[src/rtl/regfile_dump_pkg.sv]
// Shared definitions for the register-file dump reader.
//   dumpState_e      : FSM states of the dump sequencer
//   DEFAULT_*        : default geometry (32 x 32-bit registers, 5-bit address)
//   regBytes()       : bytes needed to carry one register of a given width
//   BYTES_PER_REG    : bytes per register at the default width
package regfile_dump_pkg;

  typedef enum logic [2:0] {
    IDLE,
    ADDR,
    WAIT,
    SEND,
    CHKSUM,
    DONE
  } dumpState_e;

  localparam int DEFAULT_NUM_REGS = 32;
  localparam int DEFAULT_ADDR_W   = 5;
  localparam int DEFAULT_DATA_W   = 32;

  // Register width is always a whole number of bytes.
  function automatic int regBytes(input int dataW);
    return dataW / 8;
  endfunction

  localparam int BYTES_PER_REG = regBytes(DEFAULT_DATA_W);

endpackage

[src/rtl/regfile_dump_reader_if.sv]
// Byte stream from the dump reader to the UART transmitter.
//   tx_data  : byte being offered
//   tx_valid : tx_data is valid; held until accepted
//   tx_ready : transmitter accepts the byte this cycle
// master = dump reader side, slave = transmitter side.
interface regfile_dump_reader_if;
  logic [7:0] tx_data;
  logic       tx_valid;
  logic       tx_ready;

  modport master (output tx_data, output tx_valid, input tx_ready);
  modport slave  (input tx_data, input tx_valid, output tx_ready);
endinterface

[src/rtl/regfile_dump_reader_byte_serializer.sv]
// Byte serializer: loads one DATA_W word and emits it LSB-first as bytes on a
// valid/ready stream.
//   clk, rst_n   : clock, synchronous active-low reset
//   load         : strobe, captures loadData and starts emitting
//   loadData     : parallel word to send
//   txReady      : downstream accepts the current byte
//   txValid      : a byte is being offered
//   txData       : current byte (low byte of the shift register)
//   lastAccepted : one-cycle pulse on the handshake of the final byte
module regfile_dump_reader_byte_serializer
  import regfile_dump_pkg::*;
#(
  parameter int DATA_W = DEFAULT_DATA_W
) (
  input  logic              clk,
  input  logic              rst_n,
  input  logic              load,
  input  logic [DATA_W-1:0] loadData,
  input  logic              txReady,
  output logic              txValid,
  output logic [7:0]        txData,
  output logic              lastAccepted
);

  localparam int NBYTES = regBytes(DATA_W);
  localparam int BIDX_W = (NBYTES > 1) ? $clog2(NBYTES) : 1;
  localparam logic [BIDX_W-1:0] LAST_BYTE = BIDX_W'(NBYTES - 1);

  logic [DATA_W-1:0] shiftReg;
  logic [BIDX_W-1:0] byteIdx;
  logic              active;
  logic              xfer;

  assign xfer         = active && txReady;
  assign txValid      = active;
  assign txData       = shiftReg[7:0];
  assign lastAccepted = xfer && (byteIdx == LAST_BYTE);

  // Shifting right on every accepted byte leaves the register at zero once
  // the word is gone, so txData reads 0 whenever nothing is offered.
  always_ff @(posedge clk) begin
    if (!rst_n) begin
      shiftReg <= '0;
      byteIdx  <= '0;
      active   <= 1'b0;
    end else if (load) begin
      shiftReg <= loadData;
      byteIdx  <= '0;
      active   <= 1'b1;
    end else if (xfer) begin
      shiftReg <= shiftReg >> 8;
      byteIdx  <= byteIdx + 1'b1;
      if (byteIdx == LAST_BYTE) active <= 1'b0;
    end
  end

endmodule

[src/rtl/regfile_dump_reader.sv]
// Register-file dump reader. On start, reads x0..x(NUM_REGS-1) through one
// synchronous read port (1-cycle latency) and streams each register as
// little-endian bytes to the UART transmitter. busy stalls the core so the
// register file is not written mid-dump.
//   clk, rst_n : clock, synchronous active-low reset
//   start      : one-cycle dump request (ignored unless idle)
//   busy       : dump in progress / core stall request
//   done       : one-cycle pulse after the final byte handshake
//   rd_addr    : register-file read address
//   rd_data    : register-file read data, valid one cycle after rd_addr
//   txIf       : byte stream to the transmitter (master side)
// Build option REGFILE_DUMP_CHECKSUM_EN appends an XOR checksum byte of all
// transmitted data bytes to the stream.
module regfile_dump_reader
  import regfile_dump_pkg::*;
#(
  parameter int NUM_REGS = DEFAULT_NUM_REGS,
  parameter int ADDR_W   = DEFAULT_ADDR_W,
  parameter int DATA_W   = DEFAULT_DATA_W
) (
  input  logic                   clk,
  input  logic                   rst_n,
  input  logic                   start,
  output logic                   busy,
  output logic                   done,
  output logic [ADDR_W-1:0]      rd_addr,
  input  logic [DATA_W-1:0]      rd_data,
  regfile_dump_reader_if.master  txIf
);

  localparam logic [ADDR_W-1:0] LAST_REG = ADDR_W'(NUM_REGS - 1);

`ifdef REGFILE_DUMP_CHECKSUM_EN
  localparam dumpState_e AFTER_LAST = CHKSUM;
`else
  localparam dumpState_e AFTER_LAST = DONE;
`endif

  dumpState_e        state, stateNext;
  logic [ADDR_W-1:0] regIdx, regIdxNext;
  logic              serLoad;
  logic              serValid;
  logic              serLast;
  logic [7:0]        serData;

  always_ff @(posedge clk) begin
    if (!rst_n) begin
      state  <= IDLE;
      regIdx <= '0;
    end else begin
      state  <= stateNext;
      regIdx <= regIdxNext;
    end
  end

  // The read address is the register index itself: it changes on entry to
  // ADDR, the RAM samples it at the end of ADDR and rd_data is captured at
  // the end of WAIT.
  always_comb begin
    stateNext  = state;
    regIdxNext = regIdx;
    serLoad    = 1'b0;
    case (state)
      IDLE: begin
        if (start) begin
          stateNext  = ADDR;
          regIdxNext = '0;
        end
      end
      ADDR: stateNext = WAIT;
      WAIT: begin
        serLoad   = 1'b1;
        stateNext = SEND;
      end
      SEND: begin
        if (serLast) begin
          if (regIdx == LAST_REG) begin
            stateNext = AFTER_LAST;
          end else begin
            regIdxNext = regIdx + 1'b1;
            stateNext  = ADDR;
          end
        end
      end
`ifdef REGFILE_DUMP_CHECKSUM_EN
      CHKSUM: begin
        if (txIf.tx_ready) stateNext = DONE;
      end
`endif
      DONE:    stateNext = IDLE;
      default: stateNext = IDLE;
    endcase
  end

  assign rd_addr = regIdx;
  assign busy    = (state != IDLE) && (state != DONE);
  assign done    = (state == DONE);

  regfile_dump_reader_byte_serializer #(
    .DATA_W(DATA_W)
  ) uSer (
    .clk         (clk),
    .rst_n       (rst_n),
    .load        (serLoad),
    .loadData    (rd_data),
    .txReady     (txIf.tx_ready),
    .txValid     (serValid),
    .txData      (serData),
    .lastAccepted(serLast)
  );

`ifdef REGFILE_DUMP_CHECKSUM_EN
  logic [7:0] csum;

  // Only data bytes are folded in; the checksum byte itself is not.
  always_ff @(posedge clk) begin
    if (!rst_n) begin
      csum <= '0;
    end else if (state == IDLE && start) begin
      csum <= '0;
    end else if (serValid && txIf.tx_ready) begin
      csum <= csum ^ serData;
    end
  end

  assign txIf.tx_valid = serValid || (state == CHKSUM);
  assign txIf.tx_data  = (state == CHKSUM) ? csum : serData;
`else
  assign txIf.tx_valid = serValid;
  assign txIf.tx_data  = serData;
`endif

endmodule
[src/flat_wrapper.sv]
// flat-port wrapper written by rule: the top's interface ports become plain ports
module regfile_dump_reader_flat import regfile_dump_pkg::*;
#(
  parameter int NUM_REGS = DEFAULT_NUM_REGS,
  parameter int ADDR_W   = DEFAULT_ADDR_W,
  parameter int DATA_W   = DEFAULT_DATA_W
)
  (clk, rst_n, start, busy, done, rd_addr, rd_data, txIf_tx_data, txIf_tx_valid, txIf_tx_ready);
  regfile_dump_reader_if txIf_i ();
  input  logic clk;
  input  logic rst_n;
  input  logic start;
  output logic busy;
  output logic done;
  output logic [ADDR_W-1:0] rd_addr;
  input  logic [DATA_W-1:0] rd_data;
  output wire logic [$bits(txIf_i.tx_data)-1:0] txIf_tx_data;
  output wire logic [$bits(txIf_i.tx_valid)-1:0] txIf_tx_valid;
  input wire logic [$bits(txIf_i.tx_ready)-1:0] txIf_tx_ready;
  assign txIf_tx_data = txIf_i.tx_data;
  assign txIf_tx_valid = txIf_i.tx_valid;
  assign txIf_i.tx_ready = txIf_tx_ready;
  regfile_dump_reader #(.NUM_REGS(NUM_REGS), .ADDR_W(ADDR_W), .DATA_W(DATA_W)) u_core (.clk(clk), .rst_n(rst_n), .start(start), .busy(busy), .done(done), .rd_addr(rd_addr), .rd_data(rd_data), .txIf(txIf_i));
endmodule
[config.mk]
export PLATFORM = sky130hd
export DESIGN_NAME = regfile_dump_reader_flat
export DESIGN_NICKNAME = d
export VERILOG_FILES = /design/src/rtl/regfile_dump_pkg.sv /design/src/rtl/regfile_dump_reader_if.sv /design/src/rtl/regfile_dump_reader_byte_serializer.sv /design/src/rtl/regfile_dump_reader.sv /design/src/flat_wrapper.sv
export SDC_FILE = /design/constraint.sdc
export NUM_CORES = 1
export LEC_CHECK = 0
export BUFFER_PORTS_ARGS = -buffer_cell sky130_fd_sc_hd__buf_2
export CAP_MARGIN = 20
export CORE_ASPECT_RATIO = 0.8
export CORE_UTILIZATION = 52
export CTS_CLUSTER_DIAMETER = 100
export DETAILED_ROUTE_END_ITERATION = 10
export PLACE_DENSITY = 0.9
export SYNTH_ARGS = -nofsm -noshare
export SYNTH_HDL_FRONTEND = slang
export SYNTH_SLANG_ARGS = --single-unit
[constraint.sdc]
create_clock -name clk -period 2.5 [get_ports clk]
set_input_delay 0.25 -clock clk [delete_from_list [all_inputs] [get_ports clk]]
set_output_delay 0.25 -clock clk [all_outputs]
set_load 0.01 [all_outputs]
==> load_flow_metrics.sql, run 1 <==
INSERT INTO impl_metrics (metric_group, metric, value, unit) VALUES
('run_status', 'outcome', 'completed', ''),
('power_and_ir_drop', 'p_comb_share', '14.1', '%'),
('worst_setup_path', 'crit-reg2reg-capture', 'u_core.rd_addr[1]$_SDFFE_PN0P_', ''),
('worst_setup_path', 'timing.critical_path.from_type', 'register', ''),
('sta', 'slew-limit-headroom', '51.0', '%'),
('worst_setup_path', 'r2r_cells', '6', ''),
('yosys', 'post_synth.cell_area_avg', '8.26', 'µm²'),
('run', 'drv.max_cap_violation_count', '0', ''),
('detailed_routing', 'wirelength', '4.22', 'mm'),
('placed_design', 'dp.final_hpwl', '2.95', 'mm'),
('hold_path', 'holdCritStartpoint', 'rd_data[28]', ''),
('hold_path', 'hold_path_class', 'in2reg', ''),
('yosys', 'synth_warnings', '0', ''),
('floorplanning', 'placementRows', '19', ''),
('layout', 'antennaDiodeCount', '0', ''),
('detailed_routing', 'drt_iter0_drc', '142', ''),
('global_route', 'pin_count_of_the_biggest_net_entering_global_routing', '58', ''),
('sta', 'clock.fmax', '517', 'MHz'),
('clock_tree', 'post_cts_resized', '0', ''),
('clock_tree', 'path_clk_slew', '80', 'ps'),
('floorplanning', 'dieArea', '4150', 'µm²'),
('worst_setup_path', 'crit-reg2reg-launch', 'u_core.rd_addr[0]$_SDFFE_PN0P_', ''),
('sta', 'rsz0062_at_grt', 'false', ''),
('sta', 'finalWorstPathRequiredPeriod', '1930', 'ps'),
('worst_setup_path', 'worst-path-max-fanout', '5', ''),
('clock_tree', 'root_buffer_selected_by_cts', 'sky130_fd_sc_hd__clkbuf_8', ''),
('layout', 'num-fill-cells', '318', ''),
('power_and_ir_drop', 'p_int', '1.01', 'mW'),
('power_and_ir_drop', 'total_leakage_power', '0.919', 'nW'),
('sta', 'worst_slack', '566', 'ps'),
('global_route', 'antenna_violations_before_repair', '0', ''),
('hold_path', 'timing.hold.worst_endpoint', 'u_core.uSer.shiftReg[28]$_SDFFE_PN0P_', ''),
('layout', 'layout.area.seq', '861', 'µm²'),
('layout', 'layout.nets', '317', ''),
('yosys', 'synth_edf_count', '0', ''),
('clock_tree', 'tritoncts', 'built', ''),
('yosys', 'synthDistinctLibCells', '33', ''),
('yosys', 'cells_taking_the_most_area_after_synthesis', 'sky130_fd_sc_hd__dfxtp_1, sky130_fd_sc_hd__nand2_1, sky130_fd_sc_hd__a311oi_1', ''),
('global_route', 'grtUsageMet1', '28.6', '%'),
('clock_tree', 'cts_buffers', '5', ''),
('clock_tree', 'post-cts-setup-buffers', '0', ''),
('yosys', 'ys_async_sr_fraction', '0', '%'),
('yosys', 'synth-main-ff-cell', 'sky130_fd_sc_hd__dfxtp_1', ''),
('yosys', 'synth_largest_type_area_fraction', '42.5', '%'),
('detailed_routing', 'ant_nets', '0', ''),
('hold_path', 'min_delay_path_depth', '3', ''),
('detailed_routing', 'detail_route.drc_violations', '0', ''),
('detailed_routing', 'routedWlPerCell', '13.1', 'µm'),
('sta', 'tightest_slew', '734', 'ps'),
('floorplanning', 'design.core.area', '3570', 'µm²'),
('yosys', 'yosysTopAreaCell', 'sky130_fd_sc_hd__dfxtp_1', ''),
('sta', 'hold_viol_final', '0', ''),
('worst_setup_path', 'critPathKind', 'reg2reg', ''),
('worst_setup_path', 'worst_ep_arrival_time', '2160', 'ps'),
('clock_tree', 'holdBufCountCts', '0', ''),
('clock_tree', 'cts_htree_levels', '2', ''),
('global_route', 'grt_use_total', '21.8', '%'),
('power_and_ir_drop', 'power_per_cell_area', '611', 'nW/µm²'),
('placed_design', 'gp_congestion', '0.880', ''),
('yosys', 'yosysSeqAreaShare', '42.5', '%'),
('global_route', 'grt_pass1_wl', '7.02', 'mm'),
('power_and_ir_drop', 'report.power.total', '1.38', 'mW'),
('floorplanning', 'fp.dieW', '71.8', 'µm'),
('global_route', 'globalRoute.busiestLayer', 'met2', ''),
('placed_design', 'place_worst_setup_slack', '575', 'ps'),
('sta', 'period_share', '77.4', '%'),
('layout', 'multi_input_area', '975', 'µm²'),
('placed_design', 'buffer_ports.inserted', '51', ''),
('detailed_routing', 'detailedRoute.firstPassIterationCount', '5', ''),
('global_route', 'first_global_vias', '1613', ''),
('yosys', 'ys_ff_latch', '43', '');
[worst max path at each step]
stage                                     end                            from  slack (ps)
6_report       u_core.rd_addr[1]$_SDFFE_PN0P_  u_core.rd_addr[0]$_SDFFE_PN0P_         570
5_1_grt        u_core.rd_addr[1]$_SDFFE_PN0P_  u_core.rd_addr[0]$_SDFFE_PN0P_         420
4_1_cts        u_core.rd_addr[4]$_SDFFE_PN0P_  u_core.rd_addr[0]$_SDFFE_PN0P_         560
3_5_place_dp   u_core.rd_addr[4]$_SDFFE_PN0P_  u_core.rd_addr[0]$_SDFFE_PN0P_         570
3_3_place_gp   u_core.rd_addr[1]$_SDFFE_PN0P_  u_core.rd_addr[0]$_SDFFE_PN0P_         630
2_1_floorplan  u_core.rd_addr[1]$_SDFFE_PN0P_  u_core.rd_addr[0]$_SDFFE_PN0P_         660
[critical path: stages, from the launching register on]
cell                      delay [ps]
sky130_fd_sc_hd__dfxtp_1         340
sky130_fd_sc_hd__ha_1            220
sky130_fd_sc_hd__and3_1          180
sky130_fd_sc_hd__ha_1            190
sky130_fd_sc_hd__or3b_2          470
sky130_fd_sc_hd__o21ai_2         250
sky130_fd_sc_hd__mux2i_1         210
[kinds of logic (layout without fill, tap and decap cells)]
kind of cell	after synthesis	after routing	share of synthesized area, %
AND/OR/NAND/NOR	126	126	28.2
flip-flops	43	43	42.5
AO/OA/AOI/OAI	39	39	16.2
buffers and inverters	30	64	9.33
adder cells (fa/ha/maj)	3	3	1.85
XOR/XNOR	2	2	0.865
multiplexers	2	2	0.989
[state kept, by name, summed over array words and instances, names as in the netlist]
| signal | count |
|---|---|
| u_core.uSer.shiftReg | 32 |
| u_core.rd_addr | 5 |
| u_core.state | 3 |
| u_core.uSer.byteIdx | 2 |
| u_core.uSer.txValid | 1 |
[power by group through the flow]
stage | Combinational [mW] | Sequential [mW] | Clock [mW]
after detailed placement | 0.194 | 0.778 | 0
after global placement | 0.189 | 0.776 | 0
after global routing | 0.217 | 0.769 | 0.451
final | 0.195 | 0.763 | 0.420
after floorplan | 0.165 | 0.767 | 0
after CTS | 0.195 | 0.762 | 0.426
[cells in the mapped netlist, drive strengths merged (3+ instances only)]
master / count
a311oi: 24
nand2: 68
nor2: 29
nand3: 9
nand4b: 4
dfxtp: 43
clkbuf: 9
ha: 3
a21oi: 11
buf: 19
[per-layer routing]
metal / up-vias / part of all wire [%]
li1: 907 / -
met1: 771 / 49
met2: 64 / 43
met3: 9 / 6.1
met4: 0 / 2.0
met5: - / 0
[cell usage in the layout (no fill, tap or decap), types with 2 or more instances in the layout]
master                     count
sky130_fd_sc_hd__buf_4         3
sky130_fd_sc_hd__ha_1          3
sky130_fd_sc_hd__nand2_1      68
sky130_fd_sc_hd__buf_2        51
sky130_fd_sc_hd__and2_1        2
sky130_fd_sc_hd__clkbuf_1      2
sky130_fd_sc_hd__nand4b_1      4
sky130_fd_sc_hd__nor2_1       29
sky130_fd_sc_hd__dfxtp_1      43
sky130_fd_sc_hd__inv_1         2
sky130_fd_sc_hd__and3_1        2
sky130_fd_sc_hd__a311oi_2      5
sky130_fd_sc_hd__a311oi_1     19
sky130_fd_sc_hd__mux2i_1       2
sky130_fd_sc_hd__a21oi_1      11
sky130_fd_sc_hd__xnor2_1       2
sky130_fd_sc_hd__nand2b_1      2
sky130_fd_sc_hd__clkbuf_8      5
sky130_fd_sc_hd__and4b_1       2
sky130_fd_sc_hd__nand3_1       9
[area by class of cell]
cell class | count | area share, %
Tap cell | 42 | 2.33
Multi-Input combinational cell | 172 | 43.2
Timing Repair Buffer | 54 | 12.3
Clock buffer | 7 | 3.39
Sequential cell | 43 | 38.2
Inverter | 2 | 0.333
Clock inverter | 1 | 0.222
[stage by stage]
stage	cells	hold WS [ps]	util, %	instance area, µm²
finish	321	190	63.2	2250
floorplan	245	386	-	2020
global route	321	200	63.2	2250
CTS	321	194	63.2	2250
global placement	313	445	60.9	2170
detailed placement	313	449	60.9	2170
Note: power is estimated with default switching activity, not from simulation.
==> run 2, diff against run 1 <==
Settings changed: CORE_UTILIZATION 52 to 47, PLACE_DENSITY 0.9 to 0.86.
Clock period 2.5 ns to 1.6 ns, I/O delays scaled along.
==> run 2 against run 1 <==
The run now ends with negative setup slack left. Critical endpoint unchanged. Power grew 80%. Sequential power rose by 55%. Non-clock buffer count increased by 15. Clock power up 120%. Critical path type unchanged. First-iteration DRC count shrank 51%. Flip-flop and latch count unchanged.
==> load_flow_metrics.sql, run 2 (synthesized netlist as in run 1, its figures left out) <==
INSERT INTO impl_metrics (metric_group, metric, value, unit) VALUES
('placed_design', 'dp.final_hpwl', '3.14', 'mm'),
('worst_setup_path', 'timing.critical_path.from_type', 'register', ''),
('worst_setup_path', 'r2r_setup_slack', '-60', 'ps'),
('layout', 'area_delta_synth_final', '24.7', '%'),
('layout', 'number_of_flip_flops_in_the_largest_register', '32', ''),
('clock_tree', 'holdBufCountCts', '0', ''),
('layout', 'num-fill-cells', '355', ''),
('detailed_routing', 'drt_iter0_drc', '70', ''),
('run_status', 'violations', 'negative setup slack', ''),
('worst_setup_path', 'r2r_cells', '6', ''),
('layout', 'mostFrequentLayoutCells', 'sky130_fd_sc_hd__nand2_1, sky130_fd_sc_hd__buf_2, sky130_fd_sc_hd__dfxtp_1, sky130_fd_sc_hd__nor2_1, sky130_fd_sc_hd__a311oi_1', ''),
('floorplanning', 'pin_count', '52', ''),
('detailed_routing', 'routedWlPerCell', '13.4', 'µm'),
('layout', 'antennaDiodeCount', '0', ''),
('layout', 'post_route_cells_drive_above_1_share', '30.6', '%'),
('worst_setup_path', 'cp_delay_by_family_top', 'simple AND/OR/NAND/NOR gates', ''),
('worst_setup_path', 'cpMaxStageDelayCell', 'sky130_fd_sc_hd__or3b_4', ''),
('detailed_routing', 'wirelength', '4.69', 'mm'),
('hold_path', 'holdCritStartpoint', 'rd_data[27]', ''),
('clock_tree', 'root_buffer_selected_by_cts', 'sky130_fd_sc_hd__clkbuf_8', ''),
('power_and_ir_drop', 'power_per_cell_area', '981', 'nW/µm²'),
('power_and_ir_drop', 'total_leakage_power', '1.03', 'nW'),
('placed_design', 'buffer_ports.inserted', '51', ''),
('floorplanning', 'chipHeight', '60.7', 'µm'),
('hold_path', 'timing.hold.worst_endpoint', 'u_core.uSer.shiftReg[27]$_SDFFE_PN0P_', ''),
('worst_setup_path', 'critPathKind', 'reg2reg', ''),
('worst_setup_path', 'worstSetupEndpointType', 'register', ''),
('floorplanning', 'fp.dieW', '75.4', 'µm'),
('worst_setup_path', 'cp_num_buf_inv', '0', ''),
('worst_setup_path', 'cp_cell_sequence', 'ha_4 -> and3_4 -> ha_4 -> or3b_4 -> o21ai_4 -> mux2i_1', ''),
('run_status', 'outcome', 'complete, but fails checks', ''),
('power_and_ir_drop', 'ir_worst_vdd', '0.598', 'mV'),
('clock_tree', 'cts_max_path_buffers', '2', ''),
('placed_design', 'gp_congestion', '0.827', ''),
('sta', 'rsz0062_at_grt', 'true', ''),
('detailed_routing', 'dr_vias', '1872', ''),
('worst_setup_path', 'worst-path-max-fanout', '4', ''),
('floorplanning', 'design.core.area', '3950', 'µm²'),
('sta', 'drv_slew', '0', ''),
('detailed_routing', 'ant_nets', '0', ''),
('worst_setup_path', 'critical-path-max-stage-delay', '390', 'ps'),
('global_route', 'antenna_violations_before_repair', '0', ''),
('clock_tree', 'worstSkewPairLatency', '290', 'ps'),
('global_route', 'grt_remaining_overflow', '0', ''),
('layout', 'final_cell_count_no_fill', '349', ''),
('global_route', 'pin_count_of_the_biggest_net_entering_global_routing', '34', ''),
('sta', 'final.setup_skew', '7.42', 'ps'),
('sta', 'finalWorstPathRequiredPeriod', '1660', 'ps'),
('sta', 'clock.fmax', '603', 'MHz'),
('placed_design', 'instance_count_after_placement_with_tap_cells_included', '339', ''),
('global_route', 'grt_use_total', '22.6', '%'),
('run', 'drv.max_cap_violation_count', '0', ''),
('clock_tree', 'post_cts_resized', '0', ''),
('sta', 'slew-limit-headroom', '69.4', '%'),
('clock_tree', 'path_clk_slew', '80', 'ps'),
('sta', 'tightest_slew', '459', 'ps'),
('global_route', 'first_global_vias', '1708', ''),
('worst_setup_path', 'crit-reg2reg-launch', 'u_core.rd_addr[0]$_SDFFE_PN0P_', ''),
('layout', 'final_design_area_no_fill', '2520', 'µm²'),
('detailed_routing', 'detail_route.drc_violations', '0', ''),
('worst_setup_path', 'crit-reg2reg-capture', 'u_core.rd_addr[1]$_SDFFE_PN0P_', ''),
('sta', 'worst_slack', '-57.4', 'ps'),
('clock_tree', 'numClockSinks', '43', ''),
('worst_setup_path', 'worst_ep_arrival_time', '1880', 'ps'),
('clock_tree', 'tritoncts', 'built', ''),
('worst_setup_path', 'critical_path_required', '1820', 'ps'),
('sta', 'hold_viol_final', '0', ''),
('floorplanning', 'placementRows', '20', ''),
('layout', 'mostFrequentLayoutCell', 'sky130_fd_sc_hd__nand2_1', ''),
('hold_path', 'min_delay_path_depth', '3', ''),
('detailed_routing', 'via_per_inst', '5.36', ''),
('clock_tree', 'cts_htree_levels', '2', ''),
('worst_setup_path', 'timing.critical_path.mode_cell', 'sky130_fd_sc_hd__ha_4', ''),
('clock_tree', 'cts_buffers', '5', ''),
('power_and_ir_drop', 'report.power.total', '2.48', 'mW'),
('floorplanning', 'initial_standard_cell_utilization_of_the_core', '51.2', '%'),
('layout', 'regMostFlops', 'u_core.uSer.shiftReg', ''),
('sta', 'finalSetupViolations', '4', ''),
('worst_setup_path', 'critical_path.startpoint', 'u_core.rd_addr[0]$_SDFFE_PN0P_', ''),
('detailed_routing', 'detailedRoute.firstPassIterationCount', '4', ''),
('layout', 'layout.nets', '332', ''),
('sta', 'period_share', '104', '%'),
('global_route', 'grt_pass1_wl', '7.60', 'mm'),
('hold_path', 'hold_path_class', 'in2reg', ''),
('floorplanning', 'dieArea', '4580', 'µm²'),
('placed_design', 'placedInstanceArea', '2380', 'µm²');
==> run 2: cell count changes in the layout (fill, tap and decap cells not counted), sizes merged <==
cell	before	now
clkinv	1	0
bufinv	0	1
buf	54	69
==> run 2: layout make-up <==
class / instances / area (µm²) / area share [%]
clock buffers: 7 / 97.6 / 3.87
clock inverters: 1 / 30.0 / 1.19
inverters: 2 / 7.51 / 0.297
multi-input cells: 172 / 1010 / 40.2
flip-flops and latches: 43 / 866 / 34.3
well taps: 55 / 68.8 / 2.73
repair buffers: 69 / 440 / 17.4
==> run 2: worst max path at each step <==
stage	endpoint	depth (start not counted)
global route	u_core.rd_addr[4]$_SDFFE_PN0P_	6
finish	u_core.rd_addr[1]$_SDFFE_PN0P_	6
floorplan	u_core.rd_addr[1]$_SDFFE_PN0P_	6
detailed placement	u_core.rd_addr[1]$_SDFFE_PN0P_	6
CTS	u_core.rd_addr[1]$_SDFFE_PN0P_	6
global placement	u_core.rd_addr[1]$_SDFFE_PN0P_	6
==> run 2: where the power goes <==
group,switching [mW],internal (mW)
Sequential,0.0427,1.14
Combinational,0.193,0.168
Clock,0.369,0.561
==> run 2: worst min-delay path, stage by stage <==
cell and delay, ps:
sky130_fd_sc_hd__buf_2 90, sky130_fd_sc_hd__nand2_1 50, sky130_fd_sc_hd__a21oi_1 50
==> run 2: stage by stage <==
step                hold slack [ps]  TNS (ps)  worst slack (ps)  utilization [%]
floorplan                       296      -227             -74.6                -
global placement                403      -264             -84.4             60.3
detailed placement              412      -416              -110             60.3
CTS                            95.5      -177             -62.1             63.9
global route                   87.3      -394              -105             63.9
finish                         98.9      -153             -57.4             63.9
==> run 2: timing repair <==
| action | CTS | global route |
|---|---|---|
| pin swaps | 6 | 0 |
| endpoints found under the setup margin | 5 | 5 |
| buffers inserted | 2 | 0 |
==> run 2: metal layers <==
layer  part of all wire (%)  track usage (%)
met1                     46             28.4
met3                    5.4             5.32
met4                    1.5             10.1
met5                      0                0
met2                     47             37.4
==> run 3, diff against run 2 <==
Settings changed: ABC_CLOCK_PERIOD_IN_PS set to 1600, CELL_PAD_IN_SITES_DETAIL_PLACEMENT set to 1, CELL_PAD_IN_SITES_GLOBAL_PLACEMENT set to 1, CORE_UTILIZATION 47 to 34, PLACE_DENSITY 0.86 to 0.85.
==> run 3 against run 2 <==
The flow still finishes with violations (negative setup slack). Hold slack gained 2.1 ps. Combinational power down 5%. Largest cell class unchanged. Flip-flop and latch count unchanged.
==> load_flow_metrics.sql, run 3 (synthesized netlist as in run 1, its figures left out) <==
INSERT INTO impl_metrics (metric_group, metric, value, unit) VALUES
('run_status', 'outcome', 'complete, but fails checks', ''),
('run_status', 'violations', 'negative setup slack', ''),
('layout', 'post_layout_utilization_of_the_core', '44.8', '%'),
('worst_setup_path', 'worstSetupEndpointType', 'register', ''),
('floorplanning', 'pin_count', '52', ''),
('placed_design', 'placedInstanceArea', '2360', 'µm²'),
('power_and_ir_drop', 'power.share.sequential', '49.4', '%'),
('run', 'drv.max_cap_violation_count', '0', ''),
('clock_tree', 'tritoncts', 'built', ''),
('worst_setup_path', 'worst_ep_arrival_time', '1900', 'ps'),
('sta', 'period_share', '105', '%'),
('layout', 'antennaDiodeCount', '0', ''),
('sta', 'worst_slack', '-76.3', 'ps'),
('power_and_ir_drop', 'p_comb_share', '14.2', '%'),
('floorplanning', 'dieArea', '6270', 'µm²'),
('global_route', 'antenna_violations_before_repair', '0', ''),
('layout', 'area_delta_synth_final', '23.7', '%'),
('detailed_routing', 'detailedRoute.firstPassIterationCount', '4', ''),
('detailed_routing', 'ant_nets', '0', ''),
('placed_design', 'buffer_ports.inserted', '51', ''),
('power_and_ir_drop', 'total_switching_power', '0.611', 'mW'),
('sta', 'finalSetupViolations', '4', ''),
('placed_design', 'gp_congestion', '0.808', ''),
('sta', 'tightest_slew', '380', 'ps'),
('power_and_ir_drop', 'switching_portion_of_total_power', '25.3', '%'),
('floorplanning', 'chipHeight', '71.0', 'µm'),
('sta', 'clock.fmax', '597', 'MHz'),
('global_route', 'pin_count_of_the_biggest_net_entering_global_routing', '58', ''),
('layout', 'number_of_flip_flops_in_the_largest_register', '32', ''),
('sta', 'final.setup_skew', '6.81', 'ps'),
('layout', 'regMostFlops', 'u_core.uSer.shiftReg', ''),
('layout', 'post_route_cells_drive_above_1_share', '30.0', '%'),
('detailed_routing', 'wirelength', '5.32', 'mm'),
('floorplanning', 'initial_standard_cell_utilization_of_the_core', '36.2', '%'),
('worst_setup_path', 'critPathKind', 'reg2reg', ''),
('sta', 'drv_slew', '0', ''),
('global_route', 'grt_pass1_wl', '8.27', 'mm'),
('global_route', 'first_global_vias', '1813', ''),
('sta', 'final.setup.tns', '-220', 'ps'),
('clock_tree', 'worstSkewPairLatency', '300', 'ps'),
('detailed_routing', 'detail_route.drc_violations', '0', ''),
('layout', 'final_design_area_no_fill', '2500', 'µm²'),
('clock_tree', 'path_clk_slew', '80', 'ps'),
('detailed_routing', 'routedWlPerCell', '14.4', 'µm'),
('global_route', 'grt_remaining_overflow', '0', ''),
('sta', 'slew-limit-headroom', '74.7', '%'),
('worst_setup_path', 'worst-path-max-fanout', '4', ''),
('sta', 'hold_viol_final', '0', ''),
('placed_design', 'dp.final_hpwl', '3.60', 'mm'),
('power_and_ir_drop', 'ir_worst_vdd', '0.373', 'mV'),
('power_and_ir_drop', 'clock_power_share', '36.4', '%'),
('floorplanning', 'fp.dieW', '88.3', 'µm'),
('global_route', 'grt_use_total', '17.1', '%'),
('power_and_ir_drop', 'power_per_cell_area', '962', 'nW/µm²'),
('hold_path', 'hold_path_class', 'in2reg', ''),
('floorplanning', 'design.core.area', '5590', 'µm²'),
('worst_setup_path', 'critical_path_required', '1830', 'ps'),
('power_and_ir_drop', 'total_leakage_power', '1.01', 'nW'),
('detailed_routing', 'dr_vias', '1855', ''),
('clock_tree', 'cts_buffers', '5', ''),
('layout', 'mostFrequentLayoutCell', 'sky130_fd_sc_hd__nand2_1', ''),
('clock_tree', 'holdBufCountCts', '0', ''),
('detailed_routing', 'drt_iter0_drc', '104', ''),
('clock_tree', 'numClockSinks', '43', ''),
('clock_tree', 'cts_max_path_buffers', '2', ''),
('power_and_ir_drop', 'p_int', '1.80', 'mW'),
('sta', 'rsz0062_at_grt', 'true', ''),
('sta', 'finalWorstPathRequiredPeriod', '1680', 'ps'),
('worst_setup_path', 'timing.critical_path.from_type', 'register', ''),
('detailed_routing', 'via_per_inst', '5.04', ''),
('clock_tree', 'cts_htree_levels', '2', ''),
('layout', 'layout.nets', '328', ''),
('floorplanning', 'placementRows', '24', ''),
('layout', 'mostFrequentLayoutCells', 'sky130_fd_sc_hd__nand2_1, sky130_fd_sc_hd__buf_2, sky130_fd_sc_hd__dfxtp_1, sky130_fd_sc_hd__nor2_1, sky130_fd_sc_hd__a311oi_1', ''),
('clock_tree', 'root_buffer_selected_by_cts', 'sky130_fd_sc_hd__clkbuf_8', '');
## run 3: cell types whose count changed in the layout (fill, tap and decap cells not counted), sizes merged
cell	delta
clkbuf	-1
or3b	+1
clkinv	+1
buf	-5
## run 3: power groups by stage
stage | sequential, mW | combinational, mW | clock (mW)
final | 1.19 | 0.343 | 0.878
after global routing | 1.20 | 0.382 | 0.936
after CTS | 1.19 | 0.339 | 0.907
after detailed placement | 1.21 | 0.338 | 0
after global placement | 1.21 | 0.332 | 0
after floorplan | 1.20 | 0.262 | 0
## run 3: timing repair
item / CTS / global route
pin swaps: 5 / 1
setup endpoints to repair: 5 / 40
gates cloned: 0 / 1
gates resized for setup: 0 / 1
buffers inserted: 1 / 1
## run 3: worst paths after layout
| path | startpoint | to | slack [ps] | cells after the start |
|---|---|---|---|---|
| worst max-delay path | u_core.rd_addr[0]$_SDFFE_PN0P_ | u_core.rd_addr[1]$_SDFFE_PN0P_ | -80 | 6 |
| worst min-delay path | rd_data[26] | u_core.uSer.shiftReg[26]$_SDFFE_PN0P_ | 100 | 3 |
| worst max register to register | u_core.rd_addr[0]$_SDFFE_PN0P_ | u_core.rd_addr[1]$_SDFFE_PN0P_ | -80 | 6 |
| worst min register to register | u_core.uSer.shiftReg[27]$_SDFFE_PN0P_ | u_core.uSer.shiftReg[27]$_SDFFE_PN0P_ | 470 | 2 |
## run 3: cell type report
class                   instances  area, µm²
well taps                      78       97.6
multi-input cells             173       1030
flip-flops and latches         43        866
repair buffers                 64        390
clock buffers                   6       82.6
clock inverters                 2       35.0
fillers                       707       3080
inverters                       2       7.51
## run 3: critical path, stage by stage, from the launching register on
cell and delay (ps):
sky130_fd_sc_hd__dfxtp_4 360, sky130_fd_sc_hd__ha_4 160, sky130_fd_sc_hd__and3_4 150, sky130_fd_sc_hd__ha_4 150
sky130_fd_sc_hd__or3b_4 380, sky130_fd_sc_hd__o21ai_4 210, sky130_fd_sc_hd__mux2i_1 190
## run 3: metrics by stage
step / std cells / setup slack (ps) / power [mW] / hold slack [ps]
detailed placement: 357 / -127 / 1.55 / 417
CTS: 366 / -77.3 / 2.43 / 89.7
global placement: 357 / -87.6 / 1.54 / 403
global route: 368 / -142 / 2.52 / 96.0
floorplan: 245 / -74.6 / 1.46 / 296
finish: 368 / -76.3 / 2.41 / 101
## run 3: metal layers
metal	wire (µm)	vias up	track usage [%]
li1	-	930	-
met1	2540	885	22.2
met2	2510	33	27.1
met3	174	7	3.73
met4	91	0	7.53
met5	0	-	0
